## src/rtl/decoder_pkg.sv

```systemverilog
// decoder_pkg: shared widths and the one-hot helper for the index decoder
package decoder_pkg;
    localparam int DEC_IN_W_DEFAULT  = 3;
    localparam int DEC_OUT_W_DEFAULT = 8;
    // Widest legal decode (IN_W=6); callers narrow the result to their OUT_W.
    function automatic logic [63:0] onehot_of(input logic [5:0] idx);
        return 64'(1) << idx;
    endfunction
endpackage

```

## src/rtl/decoder_comb.sv

```systemverilog
// decoder_comb: combinational index to one-hot (or one-cold) decode
module decoder_comb
    import decoder_pkg::*;
#(
    parameter int IN_W     = DEC_IN_W_DEFAULT,
    parameter int ONE_COLD = 0
) (
    input  logic [IN_W-1:0]      n,
    output logic [2**IN_W-1:0]   dec
);
    localparam int OUT_W = 2**IN_W;
    logic [OUT_W-1:0] hot;
    always_comb begin
        hot = OUT_W'(onehot_of(6'(n)));
        dec = (ONE_COLD != 0) ? ~hot : hot;
    end
endmodule

```

## src/rtl/decoder.sv

```systemverilog
// decoder: registered binary-to-one-hot decoder with async reset to the idle code
module decoder
    import decoder_pkg::*;
#(
    parameter int IN_W     = DEC_IN_W_DEFAULT,
    parameter int ONE_COLD = 0
) (
    input  logic                 clk,
    input  logic                 reset,
    input  logic [IN_W-1:0]      N,
    output logic [2**IN_W-1:0]   result
);
    localparam int OUT_W = 2**IN_W;
    localparam logic [OUT_W-1:0] IDLE = (ONE_COLD != 0) ? '1 : '0;
    logic [OUT_W-1:0] dec;
    logic             primed;
    decoder_comb #(.IN_W(IN_W), .ONE_COLD(ONE_COLD)) u_comb (
        .n   (N),
        .dec (dec)
    );
    always_ff @(posedge clk or posedge reset) begin
        if (reset) begin
            result <= IDLE;
            primed <= 1'b0;
        end else begin
            result <= dec;
            primed <= 1'b1;
        end
    end
    // primed marks that result holds a real decode rather than the reset code.
    a_onehot: assert property (@(posedge clk) disable iff (reset)
        primed |-> $onehot((ONE_COLD != 0) ? ~result : result));
endmodule

```

## config.mk

```make
export PLATFORM = sky130hd
export DESIGN_NAME = decoder
export DESIGN_NICKNAME = d
export VERILOG_FILES = /design/src/rtl/decoder_pkg.sv /design/src/rtl/decoder_comb.sv /design/src/rtl/decoder.sv
export SDC_FILE = /design/constraint.sdc
export NUM_CORES = 1
export LEC_CHECK = 0
export ABC_AREA = 1
export CAP_MARGIN = 10
export CORE_AREA = 3 3 40 42
export CTS_BUF_LIST = sky130_fd_sc_hd__clkbuf_8
export CTS_CLUSTER_DIAMETER = 120
export DETAILED_ROUTE_END_ITERATION = 8
export DIE_AREA = 0 0 43 45
export GPL_TIMING_DRIVEN = 0
export PLACE_DENSITY_LB_ADDON = 0.12
export SYNTH_ARGS = -nofsm -noshare
export SYNTH_HDL_FRONTEND = slang
export SYNTH_SLANG_ARGS = --single-unit
```

## constraint.sdc

```tcl
create_clock -name clk -period 0.8 [get_ports clk]
set_clock_uncertainty 0.05 [all_clocks]
set_input_delay 0.16 -clock clk [delete_from_list [all_inputs] [get_ports clk]]
set_output_delay 0.16 -clock clk [all_outputs]
set_load 0.01 [all_outputs]
```

==> impl_summary.md <==
Final layout
The register with the most flip-flops in the layout has 8 of them. The repair_antennas step left the layout with diodes totalling 0. In the final layout, flip-flops and latches occupy 200 um2. Once layout is complete, the utilization of the core stands at 32.2%. The footprint of the multi-input gates is 45.0 um2. In the final layout, the share of cells above drive strength 1 is 30.8%. Excluding fillers, the count of instances in the completed layout stands at 54. The area growth from synthesis to layout is 59.1%.

In the final design database the tool counted 46 nets. The largest register by flop count is result. The count of fill cells added during filler insertion is 131. The largest registers in the layout are result: 8 flops.

Placed design
The congestion estimate from routability-driven global placement came to 0.752. Including well taps, the total number of placed cells is 51. Before CTS, the worst setup slack after placement is -245 ps. Port buffering added 12 buffers.

Once detailed placement completed, the half-perimeter wirelength came to 368 um.

Timing
The slew at the pin closest to its max-slew limit is 286 ps. Measured against its own limit, the worst slew margin works out to 80.9%. Setup repair after global routing could not meet its margin everywhere. The final setup slack of the worst path is -116 ps. For this run, the top clock speed supported by timing is 1.09 GHz. The final count of pins violating max slew is 0.

The post-route clock period utilization is 115%. The number of hold violations in the final report is 0. The shortest clock period the worst path allows after layout is 916 ps. Setup violations remaining at the end of the flow were counted as 8.

Global route
The maximum number of pins on one net before global-route repair is 9. The number of global-route vias before repair is 206. After global routing the overflow that remains totals 0. The number of antenna violations at the first check in global routing was 0. Across every metal layer, demand over resource in global routing totals 6.48%. The first global-routing pass estimated 807 um of wire.

Pwr
Summed over all cells, the static leakage comes to 0.000260 uW. The peak supply drop is 0.979 mV. For this design the ratio of total power to cell area is 2320 nW/um2.

The sum of internal, switching and leakage power is 963 uW.

Setup path
Walking the worst path, the cells encountered are buf_2. The worst setup path is of the register to output port kind. In this run the worst setup path begins at result[0]$_DFF_PP0_. The data arrival time at the worst-slack endpoint is 710 ps.

For this run, the slowest stage of the critical path takes 350 ps. The number of buffers and inverters on the critical path is 1. STA puts the critical path data required time at 590 ps. The kind of end point of the critical path is an output port.

The slowest stage of the critical path is the dfrtp_1 cell. The element type at the critical path start is a register. The top fanout value on the critical path is 1.

The cell family contributing the most delay on the critical path is flip-flops.

Floorplanning
Measured along the y axis, the die boundary spans 45 um. The site row count is 13. Once the floorplan was initialized, standard cells occupied 20.3% of the core. The die outline area is 1940 um2. The width of the die is 43 um. In this run the standard cell core region covers 1280 um2. The number of top-level design ports is 13.

Yosys
The summed instance area of the synthesized netlist is 260 um2. The gate count of the mapped netlist is 24. The fraction of synthesized cell area taken by the top area cell type is 76.9%. The sequential share of the synthesized area is 76.9%. A synthesized cell averages 10.8 um2.

By area the synthesized netlist is led by dfrtp_1 (77%), nor2_1 (12%), nand2_1 (5.8%). The async set-or-reset flop fraction in the synthesized netlist is 100%. The commonest register cell after synthesis is dfrtp_1. Counting distinct cell types in the post-synthesis netlist gives 5. The biggest area contributor in the post-synthesis netlist is dfrtp_1.

Counting flops with a built-in enable in the synthesized netlist gives 0. Counting instances in the post-synthesis netlist gives the leading cell types as dfrtp_1 (8), nor2_1 (8), nand2_1 (4). The warning count from the yosys run is 0. After synthesis the netlist holds a flip-flop and latch count of 8.

Counting every net in the synthesized netlist gives 29.

Drt
The wire length per cell after detailed routing is 9.04 um. Wire segments on met2 add up to 211 um in the final route. The final route contains 199 vias. Wires add up to 488 um. The met1 wire length is 192 um. Once detail routing completed, the nets flagged for antenna violations numbered 0.

The uppermost layer routed is met4. The via count normalized by instance count is 3.69. For this block, the initial DRC count from the detailed router was 3. After detailed routing, the met3 layer carries 73 um of wire. The number of detailed-route iterations in the first pass is 3. The remaining routing DRC violations is 0.

Clock tree
In this run the number of H-tree levels came out at 1. The sink count of the clock tree is 8. The TritonCTS clock tree is built. The post-CTS clock slew at the launch and capture registers of the worst setup and hold paths is 40 ps. In this run the deepest clock path goes through 2 buffers. The tree is rooted in a clkbuf_8. The number of hold buffers added after CTS was 0. Clock tree synthesis inserted a total of 3 buffers.

Run
Max-cap violations in this run came to 0.

Worst hold path
The path category of the worst min-delay check is primary input to async pin.

Outcome
The flow ran to the end, but the final reports show violations. The final reports fail on negative setup slack.
worst paths after layout:
check	endpoint	slack, ps	cells after the start
max	result[0]	-120	1
min	result[5]$_DFF_PP0_	120	2
max in group asynchronous	result[3]$_DFF_PP0_	350	2
min in group clk	result[2]$_DFF_PP0_	180	2
timing repair:
item                       in CTS  in global routing
setup endpoints to repair       8                 15
buffers inserted                0                  0
gates resized for setup        32                  4
per-stage QoR:
stage / cell area, um2 / hold WS [ps] / TNS (ps)
5_1_grt: 414 / 159 / -1100
6_report: 414 / 125 / -888
3_5_place_dp: 399 / 375 / -3630
3_3_place_gp: 399 / 368 / -3660
4_1_cts: 400 / 135 / -964
2_1_floorplan: 260 / -74.3 / 0
power breakdown:
part,internal (uW),switching [uW],total (uW)
sequential,422,3.56,426
clock,324,136,460
combinational,34.5,42.6,77.0
cells by family after synthesis:
| group | count (synthesis) | share of synthesized area, % |
|---|---|---|
| flops | 8 | 76.9 |
| buf+inv | 4 | 5.77 |
| simple gates | 12 | 17.3 |
cells in the final DEF, fill, tap and decap left out:
master,netlist,layout
clkdlybuf4s50_1,0,1
nand2_1,4,4
buf_2,0,7
dlymetal6s2s_1,0,3
dfrtp_1,8,8
clkbuf_8,0,3
buf_6,0,1
inv_2,1,1
inv_1,3,3
nor2_1,8,8
final cells by class:
| cell class | count | area share, % |
|---|---|---|
| inverters | 4 | 3.63 |
| well taps | 15 | 4.53 |
| multi-input cells | 12 | 10.9 |
| flip-flops and latches | 8 | 48.3 |
| clock buffers | 3 | 9.97 |
| repair buffers | 12 | 22.7 |
layer usage:
layer / global-route usage [%] / up-vias
met4: 10.8 / 0
met5: 0 / -
li1: - / 98
met2: 7.78 / 9
met1: 5.96 / 90
met3: 3.59 / 2
Power figures use the tool's default switching activity.
